`src/rtl/fetch_buffer.sv`:
```
// fetch_buffer: circular instruction buffer between fetch and decode.
// Holds up to DEPTH {pc, instr} pairs in program order and presents the
// oldest pair to decode. A flush discards everything buffered. All outputs
// come from registered state only, so there is no input-to-output path.
module fetch_buffer #(
  parameter int DEPTH = 4
) (
  input  logic                     i_clk,
  input  logic                     i_rst,
  input  logic                     i_flush,
  input  logic                     i_in_valid,
  output logic                     o_in_ready,
  input  logic [63:0]              i_in_pc,
  input  logic [31:0]              i_in_instr,
  output logic                     o_out_valid,
  input  logic                     i_out_ready,
  output logic [63:0]              o_out_pc,
  output logic [31:0]              o_out_instr,
  output logic [$clog2(DEPTH):0]   o_count
);

  localparam int AW = $clog2(DEPTH);
  localparam int CW = AW + 1;
  localparam logic [CW-1:0] FULL     = CW'(DEPTH);
  localparam logic [31:0]   NOP_INSN = 32'h0000_0013;

  logic [63:0]   r_pc    [DEPTH];
  logic [31:0]   r_instr [DEPTH];
  logic [AW-1:0] r_wptr;
  logic [AW-1:0] r_rptr;
  logic [CW-1:0] r_count;
  logic [CW-1:0] w_count_nxt;

  logic w_in_ready;
  logic w_out_valid;
  logic w_push;
  logic w_pop;

  assign w_in_ready  = (r_count != FULL);
  assign w_out_valid = (r_count != '0);

  // A flush wins over both handshakes: neither the push nor the pop lands.
  assign w_push = i_in_valid  & w_in_ready  & ~i_flush;
  assign w_pop  = w_out_valid & i_out_ready & ~i_flush;

  // Occupancy update; simultaneous push and pop leave it unchanged.
  always_comb begin
    w_count_nxt = r_count;
    case ({w_push, w_pop})
      2'b10:   w_count_nxt = r_count + CW'(1);
      2'b01:   w_count_nxt = r_count - CW'(1);
      default: w_count_nxt = r_count;
    endcase
  end

  // Pointer and count state; pointers wrap by natural overflow.
  always_ff @(posedge i_clk or posedge i_rst) begin
    if (i_rst) begin
      r_wptr  <= '0;
      r_rptr  <= '0;
      r_count <= '0;
    end else if (i_flush) begin
      r_wptr  <= '0;
      r_rptr  <= '0;
      r_count <= '0;
    end else begin
      if (w_push) r_wptr <= r_wptr + AW'(1);
      if (w_pop)  r_rptr <= r_rptr + AW'(1);
      r_count <= w_count_nxt;
    end
  end

  // Entry storage; contents are never cleared, only the pointers are.
  always_ff @(posedge i_clk) begin
    if (w_push && !i_rst) begin
      r_pc[r_wptr]    <= i_in_pc;
      r_instr[r_wptr] <= i_in_instr;
    end
  end

  // Head presentation; an empty buffer shows pc 0 and a canonical nop.
  always_comb begin
    o_out_pc    = 64'h0;
    o_out_instr = NOP_INSN;
    if (w_out_valid) begin
      o_out_pc    = r_pc[r_rptr];
      o_out_instr = r_instr[r_rptr];
    end
  end

  assign o_in_ready  = w_in_ready;
  assign o_out_valid = w_out_valid;
  assign o_count     = r_count;

endmodule
```
`config.mk`:
```
export PLATFORM = sky130hd
export DESIGN_NAME = fetch_buffer
export DESIGN_NICKNAME = d
export VERILOG_FILES = /design/src/rtl/fetch_buffer.sv
export SDC_FILE = /design/constraint.sdc
export NUM_CORES = 1
export LEC_CHECK = 0
export BUFFER_PORTS_ARGS = -buffer_cell sky130_fd_sc_hd__buf_2
export CORE_UTILIZATION = 50
export CTS_CLUSTER_SIZE = 8
export DETAILED_ROUTE_END_ITERATION = 8
export GPL_ROUTABILITY_DRIVEN = 1
export MAX_ROUTING_LAYER = met4
export PLACE_DENSITY = 0.72
export SYNTH_ARGS = -nofsm -noshare
export SYNTH_HDL_FRONTEND = slang
export SYNTH_SLANG_ARGS = --single-unit
```
`constraint.sdc`:
```
create_clock -name i_clk -period 5.35 [get_ports i_clk]
set_input_delay 0.535 -clock i_clk [delete_from_list [all_inputs] [get_ports i_clk]]
set_output_delay 0.535 -clock i_clk [all_outputs]
set_load 0.01 [all_outputs]
```
# Word-level counts from Yosys, hierarchy flattened
# Memories as Yosys holds them, arrays and structs flattened.
# Index checks and enable logic that the tools add are counted.
[classes]
addsub = 4
eq_ne = 3
muxes = 10
bitwise = 5
n_reduce_logical = 6
[ops]
columns = ["operator", "n"]
rows = [
  ["$mux 64", 1],
  ["$mux 32", 1],
  ["$mux 2", 4],
  ["$pmux 3 s2", 1],
  ["$reduce_bool 3->1", 2],
  ["$add 2x1->2 const B", 2],
  ["$and 1x1->1", 4],
  ["$reduce_bool 2->1", 2],
  ["$add 3x1->3 const B", 1],
  ["$mux 3", 1],
  ["$ne 3x3->1 const B", 1],
  ["$sub 3x1->3 const B", 1],
  ["$eq 2x1->1 const B", 1],
  ["$eq 2x2->1 const B", 1],
  ["$mux 1", 2],
  ["$logic_and 1x1->1", 1],
  ["$logic_not 1->1", 1],
  ["$not 1->1", 1],
]
[totals]
regBits = 7
mem_bits_rw = 384
wordCells = 33
memories = 2
[mem_list]
columns = ["name", "depth", "word_bits", "rd", "rd_ports_with_merged_regs", "write_ports", "line", "text"]
rows = [
  ["r_pc", 4, 64, 1, 0, 1, "27", "logic [63:0] r_pc [DEPTH];"],
  ["r_instr", 4, 32, 1, 0, 1, "28", "logic [31:0] r_instr [DEPTH];"],
]

# Logic depth before layout (Yosys ltp)
# Gate-level depths: netlist of the first run.
[depth]
depth_word = 6
ltp_mapped = 8
depth_no_buf = 7

# Worst setup path after synthesis of the first run
# No wires, ideal clock.
[synth_path]
path_kind = "input-to-reg"
start = "in i_flush"
end = "mem r_instr[0][0] (enable)"
setup_ns = 0.552
t_arrival_ns = 5.318
t_required_ns = 4.798
setup_slack_ns = -0.520
cell_stages = 3
n_path_buf = 1
cell_sequence = "clkbuf_1 -> or4_1 -> nor2_1"
[synth_via]
elab_chain_len = 5
[synth_rtl]
columns = ["element", "line", "text"]
rows = [
  ["start, declared", "10", "input logic i_flush,"],
  ["$not 1->1", "43", "assign w_push = i_in_valid & w_in_ready & ~i_flush;"],
  ["$and 1x1->1", "43", ""],
  ["$logic_and 1x1->1", "75", "if (w_push && !i_rst) begin"],
  ["$mux 1", "75", ""],
  ["$mux 1 (not written as such)", "77", "r_instr[r_wptr] <= i_in_instr;"],
  ["end, declared", "28", ""],
]
# No other way between the ends.

# Final worst setup path of the first run
[layout_path]
start = "reg r_count[0], in the netlist o_count[0]"
end = "out o_out_instr[27]"
[layout_via]
elab_chain_len = 2
[layout_rtl]
columns = ["element", "line", "text"]
rows = [
  ["start, declared", "31", "logic [CW-1:0] r_count;"],
  ["start signal, assigned", "69", "r_count <= w_count_nxt;"],
  ["$reduce_bool 3->1", "40", "assign w_out_valid = (r_count != '0);"],
  ["$mux 32", "85", "if (w_out_valid) begin"],
  ["end, declared", "18", "output logic [31:0] o_out_instr,"],
]
# No other way between the ends.

==> reports/results.md, run 1 <==
* maximum number of buffers from clock root to sink: 3
* synth-to-layout area growth: 19.3%
* post-synthesis net count: 787
* clock root cell: sky130_fd_sc_hd__clkbuf_16
* die span in x: 176 microns
* cell with the most instances after synthesis: sky130_fd_sc_hd__edfxtp_1
* Setup Buffers After CTS: 0
* setup skew after layout: 0.0107 ns
* # clock sinks: 391
* total congestion overflow: 0
* total of hold buffers inserted after clock tree synthesis: 1
* reg2reg start: o_count[0]$_DFFE_PP0P_
* total negative slack for setup checks: 0 ns
* global-route wire length before repair: 43,300 microns
* outcome: finished clean
* fraction of final layout cells with drive strength greater than 1: 0.407
* most common flop cell mapped by yosys: sky130_fd_sc_hd__edfxtp_1
* number of nets in the finished design: 1,019
* largest driver fanout on the critical path: 48
* number of antenna violations at the first check in global routing: 5
* clock tree from TritonCTS: done
* Power Total: 0.00736 W
* average wire per standard cell: 21.4 microns
* number of detailed-route iterations in the first pass: 4
* combined global-route utilization of all metal layers: 0.193
* largest net degree at the start of global routing: 81
* area of all placed cells without fillers: 18,000 sq um
* number of cells on the worst reg-to-reg path: 4
* area of the multi-input gates: 3130 sq um
* areal power density over the cells: 410 nW/um^2
* count of flip-flops with a built-in enable after synthesis: 384
* Endpoint, Worst Hold: r_pc[0][1]$_DFFE_PP_
* flip-flop and latch count after synthesis: 391
* sum of routed wire length over all layers: 28,200 microns
* average size of a mapped cell: 22.1 sq um
* number of remaining DRC errors: 0
* fraction of registers with async set or reset after synthesis: 0.0179
* Synth area leader: sky130_fd_sc_hd__edfxtp_1
* power share of the sequential group: 0.476
* number of H-tree levels: 2
* Crit. End Element: output pin
* clock latency at the later pin of the worst-skew pair: 0.55 ns
* RSZ-0062 raised after global routing: no
* Power Internal: 0.00568 W
* Combinational Power Share: 0.128
* clock transition at the registers of the reported paths: 0.05 ns
* proportion of netlist area held by the largest area contributor: 0.766
* number of DRC violations after detailed-routing iteration 0: 471
* critical path type: reg -> out
* CTS resizes: 0
* vias in the first global route: 7,761
* maximum frequency from static timing analysis: 291 MHz
* non-filler cells, final: 1,319
* remaining number of nets flagged by the antenna check after routing: 0
* commonest cells in the netlist: 384 x sky130_fd_sc_hd__edfxtp_1, 96 x sky130_fd_sc_hd__mux4_2, 93 x sky130_fd_sc_hd__and2_1
* Die ar.: 30,800 sq um
* fraction of power spent switching nets: 0.228
* setup slack of the worst register-to-register path: 2.50 ns
* Placed Cells incl. Taps: 1,246
* biggest area contributors in the synthesized netlist: sky130_fd_sc_hd__edfxtp_1 77%, sky130_fd_sc_hd__mux4_2 14%, sky130_fd_sc_hd__and2_1 3.9%
* power dissipated by switching net loads: 0.00168 W
* part of the total power dissipated in the clock network: 0.396
* number of distinct library cells after synthesis: 39
* path type of the worst min-delay path: in -> reg
* Boundary Pins: 202
* number of max-cap violations: 0
* beginning of the worst hold path: i_in_pc[1]
* worst slew slack as a fraction of its limit: 0.406
* Max rail drop VDD: 0.000245 V
* instance count of the mapped netlist: 681
* detailed-route via count: 7,257
* starting density of the core: 0.508
* final hold violation count: 0
* Reg area: 11,700 sq um
* Final setup viols: 0
* HPWL after detailed placement: 15,700 microns
* worst flop-to-flop path endpoint: r_instr[2][11]$_DFFE_PP_
* proportion of synthesized chip area in sequential cells: 0.778
* Worst Hold Depth: 1
* number of buffer cells added on primary ports: 201
* max-slew violations: 0
* measured slew at the worst slew-check pin: 0.891 ns
* filler cell count: 2,152
* synth warn: 0
* via count normalized by instance count: 5.50
* die height: 176 microns
* Inserted Clock Buffers: 54
* WP data required: 4.82 ns
* area post-placement: 16,500 sq um
* standard-cell row count: 63
* crit share post-route: 0.642
* fin crit period: 3.43 ns
* total standard cell area after synthesis: 15,100 sq um
* leakage component of the power: 6.14 nW
* core region area: 29,600 sq um
* worst endpoint data arrival time: 2.90 ns
* Setup crit start kind: register
* post-route core utilization: 0.606
* GP Congestion: 0.730
[cell type report]
type | count | area share
Sequential cell | 391 | 0.652
Clock buffer | 64 | 0.0773
Timing Repair Buffer | 214 | 0.0637
Tap cell | 390 | 0.0272
Clock inverter | 3 | 0.00188
Antenna cell | 5 | 0.000697
Inverter | 12 | 0.00251
Multi-Input combinational cell | 240 | 0.174
[cell families (layout without fill, tap and decap cells)]
group,count (synthesis),in the layout,synth area share
DFF,391,391,0.778
and+or+nand+nor,120,120,0.0486
muxes,96,96,0.144
buffers and inverters,50,293,0.0165
AOI/OAI and AO/OA,16,16,0.00731
adders and majority gates,5,5,0.00465
xor gates and xnor gates,3,3,0.00175
other,0,5,0
[metal layers]
layer,vias up,wire length (microns),track usage
li1,3224,-,-
met1,3787,12000,0.245
met2,204,14300,0.319
met3,42,1480,0.0416
met4,0,430,0.0467
met5,-,0,-
[critical path, cell delays in order (launching register included)]
cell	delay, ns
sky130_fd_sc_hd__dfrtp_1	0.60
sky130_fd_sc_hd__nor3_2	0.15
sky130_fd_sc_hd__inv_2	0.62
sky130_fd_sc_hd__buf_4	0.57
sky130_fd_sc_hd__and2_1	0.25
sky130_fd_sc_hd__buf_2	0.15
[layout by cell type, fill, tap and decap left out, types with 2 or more instances in the layout]
cell                        count
sky130_fd_sc_hd__a21oi_1        3
sky130_fd_sc_hd__and2_1        93
sky130_fd_sc_hd__buf_12         3
sky130_fd_sc_hd__buf_2        201
sky130_fd_sc_hd__buf_4          9
sky130_fd_sc_hd__clkbuf_1      10
sky130_fd_sc_hd__clkbuf_16     54
sky130_fd_sc_hd__dfrtp_1        5
sky130_fd_sc_hd__dfrtp_4        2
sky130_fd_sc_hd__diode_2        5
sky130_fd_sc_hd__edfxtp_1     384
sky130_fd_sc_hd__ha_1           4
sky130_fd_sc_hd__inv_1         11
sky130_fd_sc_hd__inv_6          2
sky130_fd_sc_hd__mux4_2        96
sky130_fd_sc_hd__nand2b_1       2
sky130_fd_sc_hd__nand3_1        4
sky130_fd_sc_hd__nor2_1         5
sky130_fd_sc_hd__nor2_4         4
sky130_fd_sc_hd__o21ai_0        3
sky130_fd_sc_hd__or2_1          3
sky130_fd_sc_hd__xor2_1         2
[registers in the layout, summed over array words and instances, names as in the netlist]
name / count
r_pc: 256
r_instr: 128
o_count: 3
r_rptr: 2
r_wptr: 2
[metrics by stage]
stage / hold slack [ns] / setup WS (ns)
2_1_floorplan: 0.338 / -0.520
3_3_place_gp: 0.496 / 2.31
3_5_place_dp: 0.499 / 2.28
4_1_cts: 0.173 / 1.79
5_1_grt: 0.168 / 1.64
6_report: 0.201 / 1.92
[worst max path at each step]
stage                      startpoint                       end  slack, ns  cells after the start
2_1_floorplan                 i_flush   r_instr[0][0]$_DFFE_PP_      -0.52                      3
3_5_place_dp               i_in_valid  r_instr[2][12]$_DFFE_PP_       2.28                      5
4_1_cts         r_rptr[0]$_DFFE_PP0P_              o_out_pc[29]       1.79                      4
3_3_place_gp               i_in_valid  r_instr[2][13]$_DFFE_PP_       2.31                      5
5_1_grt        o_count[0]$_DFFE_PP0P_           o_out_instr[29]       1.64                      5
6_report       o_count[0]$_DFFE_PP0P_           o_out_instr[27]       1.92                      5
[power groups by stage]
stage	clock, W	combinational [W]	sequential [W]
floorplan	0	0.000649	0.00351
global placement	0	0.000951	0.00356
detailed placement	0	0.000962	0.00356
CTS	0.00299	0.000965	0.00350
global route	0.00311	0.00103	0.00351
finish	0.00291	0.000942	0.00350
Note: power is estimated with default switching activity, not from simulation.
==> run 2: changes to the inputs <==
- clock period: 5.35 -> 2.8 ns (I/O delays scaled with it)
==> reports/results.md, run 2 (synthesis results as in run 1) <==
* number of detailed-route iterations in the first pass: 5, +1
* register with the highest flop count: r_pc
* worst endpoint data arrival time: 2.34 ns, -0.56 ns
* Final setup viols: 0, unchanged
* sum of routed wire length over all layers: 30,600 microns, +8.3%
* measured slew at the worst slew-check pin: 0.495 ns, -0.396 ns
* total congestion overflow: 0, unchanged
* CTS resizes: 0, unchanged
* standard-cell row count: 63, unchanged
* final hold violation count: 0, unchanged
* core region area: 29,600 sq um, unchanged
* largest incremental delay on the critical path: 0.51 ns, -0.11 ns
* fin crit period: 2.62 ns
* combined global-route utilization of all metal layers: 0.206, +0.0135
* remaining number of nets flagged by the antenna check after routing: 0, unchanged
* number of nets in the finished design: 1,124, +10%
* areal power density over the cells: 751 nW/um^2, +83%
* outcome: finished clean
* total negative slack for setup checks: 0 ns, unchanged
* Power Total: 0.0144 W, +95%
* via count normalized by instance count: 5.43, -1.3%
* number of buffer cells added on primary ports: 201, unchanged
* largest net degree at the start of global routing: 77, -4.9%
* WP data required: 2.52 ns, -2.30 ns
* fraction of final layout cells with drive strength greater than 1: 0.376, -0.0308
* Setup crit start kind: register
* Max rail drop VDD: 0.000476 V, +94%
* crit share post-route: 0.935
* Crit. End Element: output pin
* maximum number of buffers from clock root to sink: 3, unchanged
* clock latency at the later pin of the worst-skew pair: 0.54 ns, about the same
* RSZ-0062 raised after global routing: no
* number of flip-flops under the largest register name: 256, unchanged
* number of H-tree levels: 2, unchanged
* clock root cell: sky130_fd_sc_hd__clkbuf_16
* commonest non-fill, non-tap cell in the layout: sky130_fd_sc_hd__edfxtp_1
* detailed-route via count: 7,715, +6.3%
* die height: 176 microns, unchanged
* number of antenna violations at the first check in global routing: 1, -4
* # clock sinks: 391, unchanged
* clock transition at the registers of the reported paths: 0.06 ns, about the same
* leakage component of the power: 6.63 nW, +8.0%
* die span in x: 176 microns, unchanged
* vias in the first global route: 8,358, +7.7%
* number of DRC violations after detailed-routing iteration 0: 573, +22%
* worst-path cell chain: nor3_2 > inv_2 > buf_12 > and2_1 > buf_2
* number of remaining DRC errors: 0, unchanged
* maximum frequency from static timing analysis: 382 MHz
* worst slew slack as a fraction of its limit: 0.670, +0.264
* Die ar.: 30,800 sq um, unchanged
* average wire per standard cell: 21.5 microns, +0.62%
* most used cells in the layout excluding fill and tap cells: 384 x sky130_fd_sc_hd__edfxtp_1, 201 x sky130_fd_sc_hd__buf_2, 97 x sky130_fd_sc_hd__dlygate4sd3_1
* starting density of the core: 0.508, unchanged
* clock tree from TritonCTS: done
* GP Congestion: 0.713, -2.4%
* slowest cell on the critical path: sky130_fd_sc_hd__dfrtp_1
* HPWL after detailed placement: 17,200 microns, +9.4%
* Boundary Pins: 202, unchanged
* critical path type: reg -> out
* global-route wire length before repair: 46,600 microns, +7.7%
* max-slew violations: 0, unchanged
* path type of the worst min-delay path: in -> reg
* setup skew after layout: 0.0155 ns, +0.00487 ns
* largest driver fanout on the critical path: 34, -29%
* Inserted Clock Buffers: 54, unchanged
* synth-to-layout area growth: 27.2%
* number of max-cap violations: 0, unchanged
[run 2: worst max-delay path: cells and delay by family, from the launching register on]
kind          cells  cell delay [ns]
simple gates      2             0.60
flops             1             0.51
buf+inv           3             0.67
[run 2: final timing paths]
kind / start / to / slack (ns) / cells past startpoint
max in group asynchronous: i_rst / o_count[0]$_DFFE_PP0P_ / 2.29 / 3
worst min register to register: r_wptr[0]$_DFFE_PP0P_ / r_wptr[0]$_DFFE_PP0P_ / 0.62 / 2
min in group asynchronous: i_rst / r_wptr[1]$_DFFE_PP0P_ / 0.25 / 3
worst min-delay path: i_flush / r_rptr[0]$_DFFE_PP0P_ / 0.03 / 2
worst max register to register: o_count[2]$_DFFE_PP0P_ / r_pc[3][41]$_DFFE_PP_ / 0.59 / 4
worst max-delay path: o_count[1]$_DFFE_PP0P_ / o_out_pc[0] / 0.18 / 5
[run 2: repair_timing]
item,4_1_cts,5_1_grt
hold endpoints to repair,391,0
endpoints found under the setup margin,0,27
setup buffers,0,1
hold buffers,97,0
[run 2: area by class of cell]
cell class	instances	area, sq um
sequential	391	11700
fill	1991	10500
multi-input combinational	240	3140
timing repair buffer	319	2330
clock buffer	66	1420
tap	390	488
inverter	12	45.0
clock inverter	1	8.76
antenna	1	2.50
[run 2: stage by stage]
stage                     hold WS [ns]  std cells  utilization  setup slack, ns  area, sq um
final                           0.0306       1420        0.646            0.182        19100
after global routing            0.0430       1420        0.646           0.0206        19100
after CTS                       0.0153       1418        0.645           0.0253        19100
after detailed placement         0.263       1254        0.564            0.573        16700
after global placement           0.267       1254        0.564            0.627        16700
after floorplan                 0.0833        681            -           -0.211        15100
[run 2: per-layer routing]
layer,track usage,share of wire
met5,-,0
met4,0.0612,0.024
met1,0.266,0.42
met3,0.0361,0.054
met2,0.338,0.51
[run 2: power breakdown]
part | switching (W) | leakage, nW | internal (W) | total (W)
registers | 0.0000821 | 3.56 | 0.00656 | 0.00664
logic | 0.00103 | 2.38 | 0.00107 | 0.00211
clock network | 0.00216 | 0.695 | 0.00346 | 0.00562
total | 0.00328 | 6.63 | 0.0111 | 0.0144
